<file path="src/rtl/inst_fetch_unit_pkg.sv">
// Shared constants for the instruction-fetch stage: FSM encodings, instruction size
// and the queue occupancy-counter width helper.
package inst_fetch_unit_pkg;

    localparam logic [1:0] FETCH_IDLE  = 2'd0;
    localparam logic [1:0] FETCH_FETCH = 2'd1;
    localparam logic [1:0] FETCH_DRAIN = 2'd2;

    localparam int unsigned INST_BYTES = 4;

    // Occupancy counter must represent 0..depth inclusive
    function automatic int unsigned cnt_width(input int unsigned depth);
        return $clog2(depth) + 1;
    endfunction

endpackage

</file>
<file path="src/rtl/inst_fetch_unit_if.sv">
// Bus bundle of the fetch stage: instruction-memory handshake, redirect input
// and the {pc, inst} valid/ready hand-off to decode.
interface inst_fetch_unit_if #(
    parameter int unsigned ADDR_WIDTH = 32,
    parameter int unsigned DATA_WIDTH = 32
);

    logic                  inst_ren;
    logic [ADDR_WIDTH-1:0] inst_addr;
    logic                  inst_ack;
    logic [DATA_WIDTH-1:0] inst_data;

    logic                  redirect_valid;
    logic [ADDR_WIDTH-1:0] redirect_target;

    logic                  out_valid;
    logic                  out_ready;
    logic [DATA_WIDTH-1:0] out_inst;
    logic [ADDR_WIDTH-1:0] out_pc;
    logic [ADDR_WIDTH-1:0] out_pc_next;

    // Fetch-unit side
    modport master (
        output inst_ren, inst_addr,
        input  inst_ack, inst_data,
        input  redirect_valid, redirect_target,
        output out_valid, out_inst, out_pc, out_pc_next,
        input  out_ready
    );

    // Environment side: instruction memory, branch resolution and decode
    modport slave (
        input  inst_ren, inst_addr,
        output inst_ack, inst_data,
        output redirect_valid, redirect_target,
        input  out_valid, out_inst, out_pc, out_pc_next,
        output out_ready
    );

endinterface

</file>
<file path="src/rtl/inst_fetch_unit_fetch_queue.sv">
// Synchronous prefetch FIFO holding {pc, inst} entries; flush empties it in one cycle
// and takes priority over push and pop.
module fetch_queue #(
    parameter int unsigned WIDTH = 64,
    parameter int unsigned DEPTH = 4
) (
    input  logic                     clk,
    input  logic                     rst,
    input  logic                     flush,
    input  logic                     push,
    input  logic                     pop,
    input  logic [WIDTH-1:0]         din,
    output logic [WIDTH-1:0]         dout,
    output logic                     full,
    output logic                     empty,
    output logic [$clog2(DEPTH):0]   count
);

    localparam int unsigned PTR_W = $clog2(DEPTH);
    localparam int unsigned CNT_W = $clog2(DEPTH) + 1;

    logic [WIDTH-1:0] mem_q [DEPTH];
    logic [PTR_W-1:0] wr_ptr_q, wr_ptr_d;
    logic [PTR_W-1:0] rd_ptr_q, rd_ptr_d;
    logic [CNT_W-1:0] count_q, count_d;
    logic             push_ok, pop_ok;

    always_comb begin
        pop_ok   = pop && (count_q != '0);
        push_ok  = push && ((count_q != CNT_W'(DEPTH)) || pop_ok);
        wr_ptr_d = wr_ptr_q;
        rd_ptr_d = rd_ptr_q;
        count_d  = count_q;
        if (flush) begin
            wr_ptr_d = '0;
            rd_ptr_d = '0;
            count_d  = '0;
        end else begin
            if (push_ok) wr_ptr_d = wr_ptr_q + PTR_W'(1);
            if (pop_ok)  rd_ptr_d = rd_ptr_q + PTR_W'(1);
            count_d = count_q + CNT_W'(push_ok) - CNT_W'(pop_ok);
        end
    end

    always_ff @(posedge clk or posedge rst) begin
        if (rst) begin
            wr_ptr_q <= '0;
            rd_ptr_q <= '0;
            count_q  <= '0;
        end else begin
            wr_ptr_q <= wr_ptr_d;
            rd_ptr_q <= rd_ptr_d;
            count_q  <= count_d;
        end
    end

    // Storage needs no reset: entries are only observable while count is non-zero
    always_ff @(posedge clk) begin
        if (push_ok && !flush) mem_q[wr_ptr_q] <= din;
    end

    assign dout  = mem_q[rd_ptr_q];
    assign full  = (count_q == CNT_W'(DEPTH));
    assign empty = (count_q == '0);
    assign count = count_q;

endmodule

</file>
<file path="src/rtl/inst_fetch_unit.sv">
// Instruction-fetch stage: owns the PC, issues req/ack fetches, buffers returned
// instructions in a prefetch queue and squashes queued/in-flight work on redirect.
module inst_fetch_unit
    import inst_fetch_unit_pkg::*;
#(
    parameter int unsigned           ADDR_WIDTH  = 32,
    parameter int unsigned           DATA_WIDTH  = 32,
    parameter int unsigned           QUEUE_DEPTH = 4,
    parameter logic [ADDR_WIDTH-1:0] RESET_PC    = '0
) (
    input logic                clk,
    input logic                cpu_rst,
    input logic                cpu_en,
    inst_fetch_unit_if.master  bus
);

    localparam int unsigned           CNT_W   = cnt_width(QUEUE_DEPTH);
    localparam int unsigned           ENTRY_W = ADDR_WIDTH + DATA_WIDTH;
    localparam logic [ADDR_WIDTH-1:0] PC_STEP = ADDR_WIDTH'(INST_BYTES);
    localparam logic [ADDR_WIDTH-1:0] WORD_MASK = ~ADDR_WIDTH'(INST_BYTES - 1);

    logic [1:0]            state_q, state_d;
    logic [ADDR_WIDTH-1:0] fetch_pc_q, fetch_pc_d;
    logic [ADDR_WIDTH-1:0] target_q, target_d;
    logic [ADDR_WIDTH-1:0] addr_q, addr_d;
    logic                  ren_q, ren_d;

    logic [ADDR_WIDTH-1:0] redirect_pc_c;
    logic [ADDR_WIDTH-1:0] next_pc_c;
    logic [ADDR_WIDTH-1:0] head_pc_c;
    logic [CNT_W-1:0]      count_after_c;
    logic                  out_valid_c;
    logic                  push_c, pop_c, flush_c;

    logic                  q_full, q_empty;
    logic [CNT_W-1:0]      q_count;
    logic [ENTRY_W-1:0]    q_dout;

    // Decode-side handshake; redirect wins over a same-cycle consume
    always_comb begin
        out_valid_c = !q_empty && cpu_en;
        pop_c       = out_valid_c && bus.out_ready && !bus.redirect_valid;
    end

    always_comb begin
        state_d       = state_q;
        fetch_pc_d    = fetch_pc_q;
        target_d      = target_q;
        addr_d        = addr_q;
        ren_d         = ren_q;
        push_c        = 1'b0;
        flush_c       = 1'b0;
        redirect_pc_c = bus.redirect_target & WORD_MASK;
        next_pc_c     = fetch_pc_q + PC_STEP;
        // Occupancy after this cycle's push of the acked word and any pop
        count_after_c = q_count + CNT_W'(1) - CNT_W'(pop_c);

        case (state_q)
            FETCH_IDLE: begin
                if (bus.redirect_valid) begin
                    fetch_pc_d = redirect_pc_c;
                    flush_c    = 1'b1;
                end else if (cpu_en && !q_full) begin
                    ren_d   = 1'b1;
                    addr_d  = fetch_pc_q;
                    state_d = FETCH_FETCH;
                end
            end

            FETCH_FETCH: begin
                if (bus.redirect_valid) begin
                    flush_c = 1'b1;
                    if (bus.inst_ack) begin
                        fetch_pc_d = redirect_pc_c;
                        ren_d      = 1'b0;
                        state_d    = FETCH_IDLE;
                    end else begin
                        target_d = redirect_pc_c;
                        state_d  = FETCH_DRAIN;
                    end
                end else if (bus.inst_ack) begin
                    push_c     = 1'b1;
                    fetch_pc_d = next_pc_c;
                    // Only issue again if the next ack is guaranteed a free slot
                    if (cpu_en && (count_after_c < CNT_W'(QUEUE_DEPTH))) begin
                        addr_d = next_pc_c;
                    end else begin
                        ren_d   = 1'b0;
                        state_d = FETCH_IDLE;
                    end
                end
            end

            FETCH_DRAIN: begin
                if (bus.redirect_valid) begin
                    flush_c  = 1'b1;
                    target_d = redirect_pc_c;
                end
                if (bus.inst_ack) begin
                    ren_d      = 1'b0;
                    fetch_pc_d = bus.redirect_valid ? redirect_pc_c : target_q;
                    state_d    = FETCH_IDLE;
                end
            end

            default: begin
                ren_d   = 1'b0;
                state_d = FETCH_IDLE;
            end
        endcase
    end

    always_ff @(posedge clk or posedge cpu_rst) begin
        if (cpu_rst) begin
            state_q    <= FETCH_IDLE;
            fetch_pc_q <= RESET_PC;
            target_q   <= RESET_PC;
            addr_q     <= RESET_PC;
            ren_q      <= 1'b0;
        end else begin
            state_q    <= state_d;
            fetch_pc_q <= fetch_pc_d;
            target_q   <= target_d;
            addr_q     <= addr_d;
            ren_q      <= ren_d;
        end
    end

    fetch_queue #(
        .WIDTH (ENTRY_W),
        .DEPTH (QUEUE_DEPTH)
    ) u_queue (
        .clk   (clk),
        .rst   (cpu_rst),
        .flush (flush_c),
        .push  (push_c),
        .pop   (pop_c),
        .din   ({addr_q, bus.inst_data}),
        .dout  (q_dout),
        .full  (q_full),
        .empty (q_empty),
        .count (q_count)
    );

    assign head_pc_c       = q_dout[ENTRY_W-1:DATA_WIDTH];
    assign bus.inst_ren    = ren_q;
    assign bus.inst_addr   = addr_q;
    assign bus.out_valid   = out_valid_c;
    assign bus.out_inst    = q_dout[DATA_WIDTH-1:0];
    assign bus.out_pc      = head_pc_c;
    assign bus.out_pc_next = head_pc_c + PC_STEP;

endmodule

</file>
<file path="src/flat_wrapper.sv">
// flat-port wrapper written by rule: the top's interface ports become plain ports
module inst_fetch_unit_flat import inst_fetch_unit_pkg::*;
#(
    parameter int unsigned           ADDR_WIDTH  = 32,
    parameter int unsigned           DATA_WIDTH  = 32,
    parameter int unsigned           QUEUE_DEPTH = 4,
    parameter logic [ADDR_WIDTH-1:0] RESET_PC    = '0
)
  (clk, cpu_rst, cpu_en, bus_inst_ren, bus_inst_addr, bus_inst_ack, bus_inst_data, bus_redirect_valid, bus_redirect_target, bus_out_valid, bus_out_inst, bus_out_pc, bus_out_pc_next, bus_out_ready);
  inst_fetch_unit_if #(.ADDR_WIDTH(ADDR_WIDTH), .DATA_WIDTH(DATA_WIDTH)) bus_i ();
  input logic clk;
  input logic cpu_rst;
  input logic cpu_en;
  output wire logic [$bits(bus_i.inst_ren)-1:0] bus_inst_ren;
  output wire logic [$bits(bus_i.inst_addr)-1:0] bus_inst_addr;
  input wire logic [$bits(bus_i.inst_ack)-1:0] bus_inst_ack;
  input wire logic [$bits(bus_i.inst_data)-1:0] bus_inst_data;
  input wire logic [$bits(bus_i.redirect_valid)-1:0] bus_redirect_valid;
  input wire logic [$bits(bus_i.redirect_target)-1:0] bus_redirect_target;
  output wire logic [$bits(bus_i.out_valid)-1:0] bus_out_valid;
  output wire logic [$bits(bus_i.out_inst)-1:0] bus_out_inst;
  output wire logic [$bits(bus_i.out_pc)-1:0] bus_out_pc;
  output wire logic [$bits(bus_i.out_pc_next)-1:0] bus_out_pc_next;
  input wire logic [$bits(bus_i.out_ready)-1:0] bus_out_ready;
  assign bus_inst_ren = bus_i.inst_ren;
  assign bus_inst_addr = bus_i.inst_addr;
  assign bus_i.inst_ack = bus_inst_ack;
  assign bus_i.inst_data = bus_inst_data;
  assign bus_i.redirect_valid = bus_redirect_valid;
  assign bus_i.redirect_target = bus_redirect_target;
  assign bus_out_valid = bus_i.out_valid;
  assign bus_out_inst = bus_i.out_inst;
  assign bus_out_pc = bus_i.out_pc;
  assign bus_out_pc_next = bus_i.out_pc_next;
  assign bus_i.out_ready = bus_out_ready;
  inst_fetch_unit #(.ADDR_WIDTH(ADDR_WIDTH), .DATA_WIDTH(DATA_WIDTH), .QUEUE_DEPTH(QUEUE_DEPTH), .RESET_PC(RESET_PC)) u_core (.clk(clk), .cpu_rst(cpu_rst), .cpu_en(cpu_en), .bus(bus_i));
endmodule
</file>
<file path="config.mk">
export PLATFORM = sky130hd
export DESIGN_NAME = inst_fetch_unit_flat
export DESIGN_NICKNAME = d
export VERILOG_FILES = /design/src/rtl/inst_fetch_unit_pkg.sv /design/src/rtl/inst_fetch_unit_if.sv /design/src/rtl/inst_fetch_unit_fetch_queue.sv /design/src/rtl/inst_fetch_unit.sv /design/src/flat_wrapper.sv
export SDC_FILE = /design/constraint.sdc
export NUM_CORES = 1
export LEC_CHECK = 0
export ABC_AREA = 1
export ABC_CLOCK_PERIOD_IN_PS = 7200
export CAP_MARGIN = 30
export CORE_AREA = 2 2 263 265
export CTS_BUF_LIST = sky130_fd_sc_hd__clkbuf_4
export DETAILED_ROUTE_END_ITERATION = 16
export DIE_AREA = 0 0 265 267
export DONT_BUFFER_PORTS = 1
export GPL_TIMING_DRIVEN = 0
export MAX_ROUTING_LAYER = met4
export SETUP_SLACK_MARGIN = 0.4
export SYNTH_ARGS = -nofsm -noshare
export SYNTH_HDL_FRONTEND = slang
export SYNTH_SLANG_ARGS = --single-unit
</file>
<file path="constraint.sdc">
create_clock -name clk -period 7.2 [get_ports clk]
set_clock_uncertainty 0.1 [all_clocks]
set_input_delay 1.08 -clock clk [delete_from_list [all_inputs] [get_ports clk]]
set_output_delay 1.08 -clock clk [all_outputs]
set_load 0.005 [all_outputs]
</file>
==> results.py <==
metrics = {
    "detailed_routing": {
        "drc": 0,
        "drt_pass1_iterations": 6,
        "num_vias": 12800,
        "viasPerCell": 4.61,
        "totalWireLength_microns": 53900,
        "wl_per_cell_microns": 19.4,
        "drtAntennaViolNets": 0,
        "drtIter0Drc": 1021,
    },
    "power_and_ir_drop": {
        "cell_internal_pwr_mw": 4.22,
        "power_frac_comb": 0.297,
        "p_per_area_nw_per_um2": 358,
        "swShare": 0.394,
        "total_leakage_power_nw": 7.60,
        "ir_drop_v": 0.000115,
        "p_clk_frac": 0.260,
        "switchingPower_mw": 2.75,
        "seqPwrFrac": 0.443,
    },
    "finish": {
        "nFillCells": 7127,
        "layout-drive-gt1-share": 0.135,
        "syn_to_final_growth_pct": 15.3,
        "postLayoutCellArea_sq_um": 19400,
        "layout_commonest_cell": "nand2_1",
        "final_nets": 1913,
        "most-common-layout-cells": "455 x nand2_1, 256 x edfxtp_1, 188 x nor2_1",
    },
    "clock_tree": {
        "clk_path_buf_depth": 3,
        "post_cts_buffers": 0,
        "cts_buffers": 91,
        "cts_max_level": 3,
        "cts_sinks": 362,
        "cts_resized": 0,
        "clk_pin_slew_ns": 0.08,
        "hold_buffers": 1,
        "cts_tree": "done",
        "root_buffer": "clkbuf_4",
        "clock_latency_ns": 0.88,
    },
    "sta": {
        "setup_tns_ns": 0,
        "timing.slew.headroom": 0.523,
        "setup_viol": 0,
        "rsz0062_at_grt": "false",
        "slew_violations": 0,
        "max_slew.worst_pin.slew_ns": 0.715,
        "max_freq_ghz": 0.227,
        "hold_violations": 0,
        "worst_hold_slack_ns": 0.192,
        "fin_crit_ns": 4.40,
        "min_period_over_period": 0.611,
    },
    "yosys": {
        "synth_ff_type": "edfxtp_1",
        "yosysUniqueCellTypes": 47,
        "synthCells": 1727,
        "syn_nets": 1809,
        "seq_area_frac_synth": 0.613,
        "postSynthAreaPerCell_sq_um": 9.77,
        "ys_async_sr_fraction": 0.293,
        "synth_warnings": 0,
        "ys_ff_latch": 362,
        "synth_area_sq_um": 16900,
        "synth_edf_count": 256,
    },
    "critical_path": {
        "path_class": "reg -> out",
        "worst_setup_path_start_kind": "flop",
        "crit_path_end_kind": "output pin",
        "worstPathMaxFanout": 10,
        "crit_required_ns": 6.02,
        "cp.arrival_ns": 3.22,
    },
    "floorplan": {
        "core_sq_um": 68000,
        "ios": 200,
        "die_area_sq_um": 70800,
        "rows": 96,
        "start_util": 0.248,
        "die_h_microns": 267,
        "die_w_microns": 265,
    },
    "grt": {
        "antenna_found_initial": 1,
        "overflow": 0,
        "grt_pass1_wl_microns": 79900,
        "grt_usage": 0.155,
        "grt_pass1_vias": 12700,
        "grt_max_degree": 63,
    },
    "flow_run": {
        "maxCapViolCount": 0,
    },
    "place": {
        "gp_congestion": 0.953,
        "placed_cell_area_sq_um": 18200,
        "port_buffers": 0,
        "dp.final_hpwl_microns": 40300,
    },
    "hold_path": {
        "hp-class": "in -> reg",
    },
    "status": {
        "outcome": "finished clean",
    },
}
Yosys cell counts, types with 13 or more instances:
master,number,area share
a21oi_1,34,0.010
buf_2,21,0.0062
clkbuf_1,37,0.0082
dfrtp_1,106,0.16
edfxtp_1,256,0.46
inv_1,125,0.028
nand2_1,455,0.10
nand2_2,13,0.0048
nand3_1,99,0.029
nor2_1,192,0.043
nor2_2,16,0.0059
o21ai_0,172,0.051
o22ai_1,37,0.014
xor2_1,38,0.020
sequential cells by signal (all words and copies together), names as in the netlist:
register                 cells
u_core.fetch_pc_q           32
u_core.target_q             32
u_core.bus.inst_ren          1
u_core.state_q               2
u_core.u_queue.count         3
u_core.bus.inst_addr        32
u_core.u_queue.wr_ptr_q      2
u_core.u_queue.rd_ptr_q      2
u_core.u_queue.mem_q       256
worst paths after layout:
check / cells past startpoint / to / startpoint / slack [ns]
max in group asynchronous: 3 / u_core.target_q[2] / cpu_rst / 5.52
min in group asynchronous: 2 / u_core.u_queue.wr_ptr_q[0] / cpu_rst / 0.69
max: 6 / bus_out_pc_next[0] / u_core.u_queue.rd_ptr_q[1] / 2.80
min reg2reg: 2 / u_core.target_q[18] / u_core.target_q[18] / 0.39
max reg2reg: 10 / u_core.u_queue.mem_q[3][52] / u_core.state_q[1] / 3.69
min: 0 / u_core.u_queue.mem_q[0][18] / bus_inst_data[18] / 0.19
metal layers:
metal	global-route usage	vias up	share of wire
met1	0.180	6160	0.41
met4	0.0589	0	0.027
met3	0.0483	97	0.084
met5	-	-	0
met2	0.251	485	0.48
li1	-	6101	-
cell families after synthesis:
kind of cell / after synthesis / share of synthesized area
and+or+nand+nor: 810 / 0.204
muxes: 2 / 0.00119
adders and majority gates: 12 / 0.00935
AOI/OAI and AO/OA: 285 / 0.0942
DFF: 362 / 0.613
buffers and inverters: 213 / 0.0561
xor gates and xnor gates: 43 / 0.0223
through the flow:
step	setup WS, ns	power [mW]	utilization	cells
after floorplan	1.93	4.37	-	1727
after global placement	-1.06	5.16	0.264	2609
after detailed placement	3.05	5.21	0.268	2619
after CTS	2.63	7.03	0.286	2782
after global routing	2.46	7.42	0.286	2783
final	2.80	6.97	0.286	2784
area by class of cell:
cell class,instances,area (sq um),area share
diodes,2,5.00,0.000257
plain buffers,80,439,0.0226
clock inverters,33,231,0.0119
multi-input cells,1152,5610,0.289
flip-flops and latches,362,10300,0.532
clock buffers,129,968,0.0498
inverters,133,509,0.0262
well taps,882,1100,0.0568
repair buffers,11,233,0.0120
power groups by stage:
stage	Combinational, mW	Clock, mW	Sequential [mW]
floorplan	1.44	0	2.93
global placement	2.02	0	3.14
detailed placement	2.07	0	3.14
CTS	2.08	1.85	3.09
global route	2.33	1.95	3.14
finish	2.07	1.81	3.08
critical path: stages (launching register included):
cell	delay, ns
dfrtp_1	0.44
inv_2	0.21
clkbuf_1	0.52
clkbuf_1	0.49
o21ai_0	0.17
o22ai_1	0.34
buf_4	0.19
Note: power is estimated with default switching activity, not from simulation.
